<file path="config.mk">
export PLATFORM = sky130hd
export DESIGN_NAME = shift_rot_pipe
export DESIGN_NICKNAME = d
export VERILOG_FILES = /design/src/rtl/shift_rot_pipe.sv
export SDC_FILE = /design/constraint.sdc
export NUM_CORES = 1
export LEC_CHECK = 0
export ABC_CLOCK_PERIOD_IN_PS = 2000
export BUFFER_PORTS_ARGS = -buffer_cell sky130_fd_sc_hd__buf_2
export CAP_MARGIN = 10
export CORE_AREA = 2 2 94 96
export DETAILED_ROUTE_END_ITERATION = 12
export DIE_AREA = 0 0 96 98
export PLACE_DENSITY = 0.7
export SLEW_MARGIN = 20
export SYNTH_ARGS = -nofsm -noshare
export SYNTH_HDL_FRONTEND = slang
export SYNTH_SLANG_ARGS = --single-unit
</file>
<file path="constraint.sdc">
create_clock -name clk -period 2 [get_ports clk]
set_input_delay 0.1 -clock clk [delete_from_list [all_inputs] [get_ports clk]]
set_output_delay 0.1 -clock clk [all_outputs]
set_load 0.005 [all_outputs]
</file>
<file path="src/rtl/shift_rot_pipe.sv">
// Pipelined barrel shifter/rotator: one register stage per shift-amount bit, each stage
// optionally shifting by 2^k, with a global valid/ready advance across all stages.
module shift_rot_pipe #(
    parameter int unsigned WIDTH = 16
) (
    input  logic                       clk,
    input  logic                       rst,
    input  logic                       in_valid,
    output logic                       in_ready,
    input  logic [WIDTH-1:0]           in_data,
    input  logic [$clog2(WIDTH)-1:0]   shift_amnt,
    input  logic [1:0]                 mode,
    output logic                       out_valid,
    input  logic                       out_ready,
    output logic [WIDTH-1:0]           out_data,
    output logic                       out_carry,
    output logic                       out_zero
);
    localparam int unsigned AW = $clog2(WIDTH);

    localparam logic [1:0] ModeRol = 2'b00;
    localparam logic [1:0] ModeSll = 2'b01;
    localparam logic [1:0] ModeRor = 2'b10;
    localparam logic [1:0] ModeSrl = 2'b11;

    logic adv;

    // Returns {carry, data} for a single shift/rotate by s bits.
    function automatic logic [WIDTH:0] stage_op(input logic [WIDTH-1:0] d,
                                                input logic [1:0]       m,
                                                input int unsigned      s);
        logic [WIDTH-1:0] res;
        logic [WIDTH-1:0] t;
        res = d;
        t   = d >> (s - 1);
        case (m)
            ModeRol: begin
                res = (d << s) | (d >> (WIDTH - s));
                t   = d >> (WIDTH - s);
            end
            ModeSll: begin
                res = d << s;
                t   = d >> (WIDTH - s);
            end
            ModeRor: res = (d >> s) | (d << (WIDTH - s));
            ModeSrl: res = d >> s;
            default: res = d;
        endcase
        return {t[0], res};
    endfunction

    for (genvar k = 0; k < AW; k++) begin : g_stage
        localparam int unsigned S  = 1 << k;
        // Amount bits still relevant when entering this stage: k .. AW-1.
        localparam int unsigned RW = AW - k;

        logic             in_v;
        logic [WIDTH-1:0] in_d;
        logic             in_c;
        logic [1:0]       in_m;
        logic [RW-1:0]    in_a;

        logic             valid_q;
        logic [WIDTH-1:0] data_q, data_d;
        logic             carry_q, carry_d;
        logic             zero_q, zero_d;

        if (k == 0) begin : g_src
            assign in_v = in_valid;
            assign in_d = in_data;
            assign in_c = 1'b0;
            assign in_m = mode;
            assign in_a = shift_amnt;
        end else begin : g_src
            assign in_v = g_stage[k-1].valid_q;
            assign in_d = g_stage[k-1].data_q;
            assign in_c = g_stage[k-1].carry_q;
            assign in_m = g_stage[k-1].g_fwd.mode_q;
            assign in_a = g_stage[k-1].g_fwd.amnt_q;
        end

        always_comb begin
            data_d  = in_d;
            carry_d = in_c;
            if (in_a[0]) begin
                {carry_d, data_d} = stage_op(in_d, in_m, S);
            end
            zero_d = (data_d == '0);
        end

        always_ff @(posedge clk) begin
            if (rst) begin
                valid_q <= 1'b0;
                data_q  <= '0;
                carry_q <= 1'b0;
                zero_q  <= 1'b0;
            end else if (adv) begin
                valid_q <= in_v;
                data_q  <= data_d;
                carry_q <= carry_d;
                zero_q  <= zero_d;
            end
        end

        // Mode and the not-yet-consumed amount bits travel only to stages that need them.
        if (k < AW - 1) begin : g_fwd
            logic [1:0]    mode_q;
            logic [RW-2:0] amnt_q;

            always_ff @(posedge clk) begin
                if (rst) begin
                    mode_q <= '0;
                    amnt_q <= '0;
                end else if (adv) begin
                    mode_q <= in_m;
                    amnt_q <= in_a[RW-1:1];
                end
            end
        end
    end

    assign adv       = !g_stage[AW-1].valid_q || out_ready;
    assign in_ready  = adv;
    assign out_valid = g_stage[AW-1].valid_q;
    assign out_data  = g_stage[AW-1].data_q;
    assign out_carry = g_stage[AW-1].carry_q;
    assign out_zero  = g_stage[AW-1].zero_q;

endmodule

</file>
# --- After elaboration in Yosys (flattened, before gate mapping) ---
# Index checks and enable logic that the tools add are counted.
totals:
  register_bits: 85
  inputBits: 26
  word_cells: 66
  out_inout_bits: 20
classes:
  bitwise: 7
  n_reduce_logical: 12
  mux: 16
  n_eq_ne: 12
ops:
  columns: ["op", "count"]
  rows:
  - ["$pmux 16 s4", 3]
  - ["$mux 16", 4]
  - ["$pmux 16 s3", 1]
  - ["$eq 2x2->1 const B", 8]
  - ["$logic_not 16->1", 1]
  - ["$or 12x16->16", 1]
  - ["$or 14x16->16", 1]
  - ["$or 15x16->16", 1]
  - ["$or 16x1->16", 1]
  - ["$or 16x2->16", 1]
  - ["$or 16x4->16", 1]
  - ["$or 8x16->16", 1]
  - ["$reduce_or 2->1", 5]
  - ["$eq 2x1->1 const B", 4]
  - ["$logic_not 2->1", 4]
  - ["$mux 1", 8]
  - ["$logic_not 1->1", 1]
  - ["$logic_or 1x1->1", 1]

# --- Depth between registers and ports, before layout ---
# Gate-level depths: netlist (run 1).
depth:
  ltp_word: 5
  ltp_mapped: 7
  mapped_depth_nobuf: 5

# --- Worst setup path before layout (run 1) ---
# Ideal clock, no wire load.
synth_timing:
  path_kind: "register -> register"
  from: "reg g_stage[2].g_fwd.mode_q[1]"
  to: "reg g_stage[3].zero_q (netlist: out_zero)"
  t_arrival_ps: 1483
  setup_slack_ps: 446
  path_buffers: 1
  setup_time_ps: 70
  stages_incl_launch_ff: 7
  synth_period_minus_slack_ps: 1554
  required_time_ps: 1930
  path_cell_list: "dfxtp_1 nand2b_4 buf_6 a31oi_1 nand4_1 or4_1 a21oi_1"
synth_between:
  elab_chain_cells: 5
  word_cells_on_any_way: 8
  classes_between: "eq/ne (3); mux (2); reduce/logical (3)"
synth_rtl:
  columns: ["item", "line", "text"]
  rows:
  - ["from (decl)", "107", "logic [1:0] mode_q;"]
  - ["from (signal assigned)", "115", "mode_q <= in_m;"]
  - ["$eq 2x2->1 or $logic_not 2->1 (tied branches)", "36", "case (m)"]
  - ["$reduce_or 2->1 (no line)", null, null]
  - ["$pmux 16 s3 *", "36", null]
  - ["$mux 16 *", "85", "if (in_a[0]) begin"]
  - ["$logic_not 16->1 *", "88", "zero_d = (data_d == '0);"]
  - ["to (signal assigned)", "101", "zero_q <= zero_d;"]
  - ["to (decl)", "66", "logic zero_q, zero_d;"]
# Mark *: on every way between the ends. The rest lies on a longest branch, timed or not.
# A chain may end at the register's enable or synchronous reset.

# --- Worst setup path in the final report (run 1) ---
layout_timing:
  from: "reg g_stage[2].g_fwd.amnt_q"
  to: "reg g_stage[3].zero_q (netlist: out_zero)"
layout_between:
  elab_chain_cells: 2
layout_rtl:
  columns: ["item", "line", "text"]
  rows:
  - ["from (decl)", "108", "logic [RW-2:0] amnt_q;"]
  - ["from (signal assigned)", "116", "amnt_q <= in_a[RW-1:1];"]
  - ["$mux 16", "85", null]
  - ["$logic_not 16->1", "88", null]
# Every way passes these cells.

==> run metrics, run 1 <==
# clock sinks 85; Mapped Cells 531; share of cells above drive strength 1 14.18%; worst setup margin 0.2411 ns; Max Slew Vio Count 0; CTS tree built; die area 0.009408 mm^2; Register Area 0.001703 mm^2; final setup TNS 0 ns; Fin. Hold Viols 0; via count 3727; clock root cell clkbuf_8; Synth Cell Area 0.004184 mm^2; vias in the first global route 3398; # fillers 791; Multi-input gate area 0.002263 mm^2; Synth cell types 27; Worst slew margin 66.77%; Routed WL 9155 um; Worst R2R Setup Slack 0.24 ns; initial antenna violation count 0; die width 96 um; Worst-Skew Late Latency 0.35 ns; Overflow after GRT 0; Post CTS Setup Buffer Count 0; nets@finish 579; register bit total from synthesis 85; Leakage 0.001863 uW; Synth area leaders dfxtp_1 (41%), nor2_1 (11%), a211oi_1 (11%); Worst Skew 0.008074 ns; via/cell ratio 5.605; Top-Level Pins 46; Routed wire per std cell 13.77 um; pwr/cell area 790.6 mW/mm^2; gr usage total 20.67%; min Tclk post-route 1.759 ns; Hold/Removal Path Class input pin to flip-flop; max cap viols 0; Syn. warnings 0; Post-synth EDFFs 0; Post-DRT Antenna Nets 0; antenna diode count 0; critical path class flip-flop to flip-flop; nature of the critical path endpoint flip-flop; CP Launch Type flip-flop; CTS HTree Levels 3; crit path DAT 2.05 ns; Crit path required time 2.29 ns; clock-pin slew on the worst setup and hold paths 0.08 ns; period utilization 87.94%; most used flip-flop cell after synthesis dfxtp_1; area leader, netlist dfxtp_1; Post-synth ARST share 0%; Avg Cell Area, Syn 7.879 um^2; total CTS buffers 9; largest net degree at the start of global routing 86; Final Util 55.85%; DRT iter0 DRCs 164; Residual DRC 0; Seq/Total Area, Yosys 40.67%; hold slack final 0.1872 ns; top cell type's share of synthesized area 40.67%; DRT Pass-1 Iters 4; Net Count, Synth 557; input/output buffers 45; global-route wire length before repair 15660 um; routability cong. 1.021; Area Overhead vs Synth 13.01%; CORE AREA 0.008466 mm^2; Starting Density 49.42%; Final setup viols 0; FP Rows 34; Crit Path Max Fanout 17; outcome finished clean; VDD IR max 361.9 uV; CTS max path bufs 2; Max Fclk 568.5 MHz; worst slack, placed 0.1299 ns; Die Ht 98 um; Design Power 3738 uW; unrepaired setup endpoints after global routing no; most instantiated cells after synthesis nor2_1 (123), dfxtp_1 (85), a21oi_1 (71); most common cell in the synthesized netlist nor2_1; post-DP HPWL 6382 um; worst-margin pin slew 0.4984 ns
==> stage by stage <==
stage                     area [um^2]  std cells
after floorplan                  4184        531
after global placement           4464        645
after detailed placement         4464        645
after CTS                        4727        665
after global routing             4728        665
final                            4728        665
==> worst max-delay path: stages (launching register included) <==
cell	delay, ns
dfxtp_2	0.48
and2b_1	0.22
a31oi_1	0.23
nand4_1	0.12
or4_1	0.53
a21oi_1	0.12
==> where the power goes <==
| group | switching [uW] | leakage (uW) | internal [uW] |
|---|---|---|---|
| sequential | 106 | 0.000701 | 1800 |
| clock | 581 | 0.000112 | 724 |
| combinational | 278 | 0.00105 | 248 |
==> path summary, 6_finish.rpt <==
path                                         from                                  to  depth (start not counted)
max          g_stage[2].g_fwd.amnt_q$_SDFFE_PP0P_               out_zero$_SDFFE_PP0P_                          5
min                                   in_data[11]  g_stage[0].data_q[11]$_SDFFE_PP0P_                          5
max reg2reg  g_stage[2].g_fwd.amnt_q$_SDFFE_PP0P_               out_zero$_SDFFE_PP0P_                          5
min reg2reg                 out_zero$_SDFFE_PP0P_               out_zero$_SDFFE_PP0P_                          2
==> state kept, by name (all words and copies together), names as in the netlist <==
register              flops
out_carry                 1
g_stage.g_fwd.amnt_q      6
g_stage.data_q           48
g_stage.carry_q           3
g_stage.g_fwd.mode_q      6
out_data                 16
out_zero                  1
g_stage.valid_q           3
out_valid                 1
==> layout make-up <==
| class | instances | share of cell area, % |
|---|---|---|
| tap | 108 | 2.858 |
| timing repair buffer | 63 | 8.680 |
| clock buffer | 10 | 2.911 |
| sequential | 85 | 36.01 |
| clock inverter | 5 | 1.588 |
| multi-input combinational | 393 | 47.87 |
| inverter | 1 | 0.07939 |
==> cell families (layout without fill, tap and decap cells) <==
kind of cell    after synthesis  count (layout)  share of synthesized area [%]
flops                        85              85                          40.67
buf+inv                      53              79                          5.413
mux                          38              38                          9.121
compound gates              157             157                          23.86
simple gates                198             198                          20.93
==> per-layer routing <==
| layer | GRT usage [%] | vias up | routed length, um |
|---|---|---|---|
| met2 | 33.65 | 82 | 4378 |
| met1 | 26.00 | 1696 | 4174 |
| met5 | 0 | - | 0 |
| li1 | - | 1924 | - |
| met3 | 2.855 | 25 | 313 |
| met4 | 11.32 | 0 | 289 |
==> cells in the final DEF (no fill, tap or decap), types with 2 or more instances in the layout <==
master and count:
nor2b_1 11, nand4_1 4, and2b_1 5, nor2_1 123, nand2b_1 7, a311oi_1 7, a22oi_1 4, buf_4 10
dfxtp_1 84, bufinv_16 2, dlygate4sd3_1 5, mux2i_1 37, clkbuf_8 10, buf_2 45, a31oi_1 15, nand3b_1 7
a21oi_1 71, nor3b_1 3, nand2_1 32, clkinv_2 3, buf_12 3, a211oi_1 59
==> what timing repair did <==
action,CTS,global route
endpoints found under the setup margin,0,1
hold endpoints to repair,5,0
hold buffers,5,0
resized for setup,0,1
No activity file was read; power rests on OpenSTA's default activity.
==> run 2, diff against run 1 <==
- CORE_AREA: 2 2 94 96 -> 2 2 113 115
- DIE_AREA: 0 0 96 98 -> 0 0 115 117
- GPL_TIMING_DRIVEN: unset -> 0
- PLACE_DENSITY: 0.7 -> unset
==> run metrics, run 2 (synthesis results as in run 1) <==
DRT iter0 DRCs 272 (was 164); hold slack final 0.01048 ns (was 0.1872 ns); Residual DRC 0 (unchanged); Register Area 0.001702 mm^2 (was 0.001703 mm^2); VDD IR max 380.2 uV (was 361.9 uV); CP Launch Type flip-flop (unchanged); period utilization 91.65% (was 87.94%); # clock sinks 85 (unchanged); nets@finish 611 (was 579); critical path class flip-flop to output pin (was flip-flop to flip-flop); Routed WL 11280 um (was 9155 um); Hold/Removal Path Class input pin to flip-flop (unchanged); CTS max path bufs 2 (unchanged); Post CTS Setup Buffer Count 0 (unchanged); input/output buffers 42 (was 45); die area 0.01346 mm^2 (was 0.009408 mm^2); antenna diode count 0 (unchanged); total CTS buffers 9 (unchanged); Worst slew margin 56.31% (was 66.77%); CORE AREA 0.01231 mm^2 (was 0.008466 mm^2); Crit path required time 1.90 ns (was 2.29 ns); vias in the first global route 3937 (was 3398); Post-DRT Antenna Nets 0 (unchanged); post-DP HPWL 8886 um (was 6382 um); pwr/cell area 812.1 mW/mm^2 (was 790.6 mW/mm^2); outcome finished clean (unchanged); CTS HTree Levels 3 (unchanged); die width 115 um (was 96 um); most common cell after layout, fill and taps aside nor2_1 (unchanged); Area Overhead vs Synth 16.36% (was 13.01%); final setup TNS 0 ns (unchanged); Max Slew Vio Count 0 (unchanged); Leakage 0.001895 uW (was 0.001863 uW); clock root cell clkbuf_16 (was clkbuf_8); CTS tree built (unchanged); most frequent cells in the layout nor2_1 (123), dfxtp_1 (85), a21oi_1 (71) (was nor2_1 (123), dfxtp_1 (84), a21oi_1 (71)); max cap viols 0 (unchanged); max reg flops 48 (unchanged); Post-Place Cells 723 (was 645); Worst Skew 0.006469 ns (was 0.008074 ns); via count 3959 (was 3727); Final Instance Area 0.004868 mm^2 (was 0.004728 mm^2); via/cell ratio 5.357 (was 5.605); Die Ht 117 um (was 98 um); Top-Level Pins 46 (unchanged); Multi-input gate area 0.002256 mm^2 (was 0.002263 mm^2); largest net degree at the start of global routing 14 (was 86); routability cong. 0.8650 (was 1.021); gr usage total 17.61% (was 20.67%); global-route wire length before repair 18840 um (was 15660 um); post-route insts no fill 739 (was 665); Overflow after GRT 0 (unchanged); FP Rows 41 (was 34); Routed wire per std cell 15.26 um (was 13.77 um); Top reg by flops g_stage.data_q (unchanged); Max Fclk 545.5 MHz (was 568.5 MHz); Worst-Skew Late Latency 0.33 ns (was 0.35 ns); unrepaired setup endpoints after global routing no (unchanged); nature of the critical path endpoint output pin (was flip-flop); initial antenna violation count 0 (unchanged); Fin. Hold Viols 0 (unchanged); min Tclk post-route 1.833 ns (was 1.759 ns); Starting Density 33.98% (was 49.42%); # fillers 1263 (was 791); DRT Pass-1 Iters 5 (was 4); share of cells above drive strength 1 12.90% (was 14.18%); Cell Area, Placed 0.004582 mm^2 (was 0.004464 mm^2); Crit Path Max Fanout 10 (was 17); Design Power 3954 uW (was 3738 uW); Final setup viols 0 (unchanged); worst-margin pin slew 0.6553 ns (was 0.4984 ns); clock-pin slew on the worst setup and hold paths 0.06 ns (was 0.08 ns); crit path DAT 1.73 ns (was 2.05 ns)
run 2: cell count changes in the layout (fill, tap and decap cells not counted), sizes merged:
| cell | change |
|---|---|
| clkinvlp | +1 |
| dlygate4sd3 | -4 |
| bufinv | -2 |
| clkinv | +1 |
| buf | -7 |
| clkbuf | +43 |
run 2: layout make-up:
cell class	instances	area share [%]
Timing Repair Buffer	43	4.523
Buffer	52	4.780
Clock buffer	10	4.909
Inverter	1	0.07710
Tap cell	150	3.855
Multi-Input combinational cell	393	46.34
Sequential cell	85	34.95
Clock inverter	5	0.5654
run 2: path summary, 6_finish.rpt:
| path | from | end | slack [ns] | depth (start not counted) |
|---|---|---|---|---|
| min reg2reg | g_stage[1].valid_q$_SDFFE_PP0P_ | g_stage[1].valid_q$_SDFFE_PP0P_ | 0.45 | 2 |
| max reg2reg | g_stage[2].g_fwd.amnt_q$_SDFFE_PP0P_ | out_zero$_SDFFE_PP0P_ | 0.17 | 6 |
| max | out_valid$_SDFFE_PP0P_ | in_ready | 0.17 | 6 |
| min | shift_amnt[3] | g_stage[0].g_fwd.amnt_q[2]$_SDFFE_PP0P_ | 0.01 | 3 |
run 2: layer usage:
metal	GRT usage, %	vias up	part of all wire, %
li1	-	1983	-
met1	20.66	1836	45
met2	31.76	114	49
met3	2.832	26	4.3
met4	7.791	0	2.6
met5	0	-	0
run 2: power by group:
part / switching [uW] / leakage (uW) / total [uW] / internal [uW]
sequential: 104 / 0.000701 / 1910 / 1800
clock: 636 / 0.000134 / 1490 / 858
combinational: 308 / 0.00106 / 551 / 244
total: 1050 / 0.00189 / 3950 / 2910
run 2: critical path, cell delays in order (launching register included):
cell and delay (ns):
dfxtp_1 0.32, nor2b_1 0.12, clkbuf_1 0.29, inv_1 0.11
buf_2 0.20, clkbuf_2 0.20, buf_2 0.16
run 2: metrics by stage:
stage                     util (%)  setup WS [ns]
after floorplan                  -         0.4464
after global placement       37.22       -0.02344
after detailed placement     37.22       -0.06520
after CTS                    39.47        0.07677
after global routing         39.54        0.02588
final                        39.54         0.1670
run 2: timing repair:
| item | in CTS | in global routing |
|---|---|---|
| setup endpoints to repair | 24 | 34 |
| hold buffers | 1 | 0 |
| hold endpoints to repair | 1 | 0 |
| gates resized for setup | 1 | 13 |
==> run 3, diff against run 2 <==
- ABC_CLOCK_PERIOD_IN_PS: 2000 -> 1940
- clock period: 2 -> 1.94 ns (I/O delays scaled with it)
==> run metrics, run 3 (synthesis results as in run 1) <==
CP max stage delay 0.49 ns (was 0.32 ns); CP max-delay cell or4_1 (was dfxtp_1); via/cell ratio 5.357 (unchanged); min Tclk post-route 1.830 ns; nets@finish 611 (unchanged); VDD IR max 392.0 uV (was 380.2 uV); CTS max path bufs 2 (unchanged); Die Ht 117 um (unchanged); FP Rows 41 (unchanged); input/output buffers 42 (unchanged); Crit path required time 2.20 ns (was 1.90 ns); die width 115 um (unchanged); Starting Density 33.98% (unchanged); via count 3959 (unchanged); Residual DRC 0 (unchanged); final setup TNS 0 ns (unchanged); WHS Path Cells 3 (unchanged); Final Util 39.55% (was 39.54%); Max Fclk 546.6 MHz; Overflow after GRT 0 (unchanged); nature of the critical path endpoint flip-flop (was output pin); Routed wire per std cell 15.26 um (about the same); post-DP HPWL 8886 um (unchanged); Worst-Skew Late Latency 0.33 ns (about the same); routability cong. 0.8650 (unchanged); critical path class flip-flop to flip-flop (was flip-flop to output pin); crit path DAT 2.09 ns (was 1.73 ns); max reg flops 48 (unchanged); cell count along the critical path 6 (unchanged); WP buf/inv 2 (was 5); CP Launch Type flip-flop (unchanged); Routed WL 11280 um (about the same); vias in the first global route 3937 (unchanged); Cell Area, Placed 0.004582 mm^2 (unchanged); Crit Path Max Fanout 10 (unchanged); Worst slew margin 56.31% (unchanged); worst-margin pin slew 0.6553 ns (unchanged); most common cell after layout, fill and taps aside nor2_1 (unchanged); Worst Skew 0.006468 ns (was 0.006469 ns); pwr/cell area 837.0 mW/mm^2 (was 812.1 mW/mm^2); top cell family by delay on the critical path simple AND/OR/NAND/NOR gates (was buffers and inverters); Top reg by flops g_stage.data_q (unchanged); post-route insts no fill 739 (unchanged); CTS HTree Levels 3 (unchanged); Design Power 4076 uW (was 3954 uW); CORE AREA 0.01231 mm^2 (unchanged); clock root cell clkbuf_16 (unchanged); CP cell instances buf_6, buf_6, a31oi_1, nand4_1, or4_1, a21oi_1 (was nor2b_1, clkbuf_1, inv_1, buf_2, clkbuf_2, buf_2); DRT iter0 DRCs 272 (unchanged); total CTS buffers 9 (unchanged); global-route wire length before repair 18840 um (unchanged); Final setup viols 0 (unchanged); Leakage 0.001898 uW (was 0.001895 uW); period utilization 94.31%; most frequent cells in the layout nor2_1 (123), dfxtp_1 (85), a21oi_1 (71) (unchanged); gr usage total 17.61% (unchanged); # clock sinks 85 (unchanged); Post-Place Cells 723 (unchanged); largest net degree at the start of global routing 14 (unchanged); clock-pin slew on the worst setup and hold paths 0.06 ns (about the same); Post-DRT Antenna Nets 0 (unchanged); initial antenna violation count 0 (unchanged); Final Instance Area 0.004870 mm^2 (was 0.004868 mm^2); DRT Pass-1 Iters 5 (unchanged); Post CTS Setup Buffer Count 0 (unchanged); Fin. Hold Viols 0 (unchanged); share of cells above drive strength 1 13.07% (was 12.90%); outcome finished clean (unchanged); CTS tree built (unchanged); antenna diode count 0 (unchanged); Hold/Removal Path Class input pin to flip-flop (unchanged); Top-Level Pins 46 (unchanged); Max Slew Vio Count 0 (unchanged); Area Overhead vs Synth 16.39% (was 16.36%); max cap viols 0 (unchanged); die area 0.01346 mm^2 (unchanged); Reg2Reg Depth 6 (unchanged); unrepaired setup endpoints after global routing no (unchanged); CP most frequent cell buf_6 (was buf_2)
## run 3: cell counts in the layout (fill, tap and decap cells not counted)
Identical to the previous run, type by type.
## run 3: metrics by stage
| stage | hold slack (ns) | setup WS [ns] |
|---|---|---|
| 2_1_floorplan | 0.2375 | 0.3864 |
| 3_3_place_gp | 0.3459 | -0.08344 |
| 3_5_place_dp | 0.3497 | -0.1252 |
| 4_1_cts | 0.006791 | 0.01677 |
| 5_1_grt | 0.01449 | 0.01023 |
| 6_report | 0.007502 | 0.1104 |
## run 3: repair_timing
item / in CTS / in global routing
endpoints found under the setup margin: 40 / 51
hold endpoints to repair: 1 / 0
hold buffers: 1 / 0
resized for setup: 1 / 15
## run 3: worst reg2reg max path, stage by stage (launching register included)
cell and delay [ns]:
dfxtp_1 0.39, buf_6 0.18, buf_6 0.14, a31oi_1 0.31
nand4_1 0.12, or4_1 0.49, a21oi_1 0.13
## run 3: cell type report
type	instances	area, um^2
sequential	85	1702
clock inverter	5	27.53
timing repair buffer	43	220.2
buffer	52	234.0
tap	150	187.7
multi-input combinational	393	2256
fill	1262	7442
clock buffer	10	239.0
inverter	1	3.754
## run 3: path summary, 6_finish.rpt
| kind | from | end | slack [ns] |
|---|---|---|---|
| max | g_stage[2].g_fwd.amnt_q$_SDFFE_PP0P_ | out_zero$_SDFFE_PP0P_ | 0.11 |
| min | shift_amnt[3] | g_stage[0].g_fwd.amnt_q[2]$_SDFFE_PP0P_ | 0.008 |
| max reg2reg | g_stage[2].g_fwd.amnt_q$_SDFFE_PP0P_ | out_zero$_SDFFE_PP0P_ | 0.11 |
| min reg2reg | g_stage[1].valid_q$_SDFFE_PP0P_ | g_stage[1].valid_q$_SDFFE_PP0P_ | 0.45 |
## run 3: routing by layer
layer  global-route usage [%]  share of wire, %
met1                    20.66                45
met2                    31.76                49
met3                    2.832               4.3
met4                    7.791               2.6
met5                        0                 0
## run 3: report_power, final
| group | internal, uW | total, uW | switching, uW |
|---|---|---|---|
| sequential | 1860 | 1970 | 107 |
| clock | 885 | 1540 | 656 |
| combinational | 251 | 568 | 317 |
| total | 3000 | 4080 | 1080 |
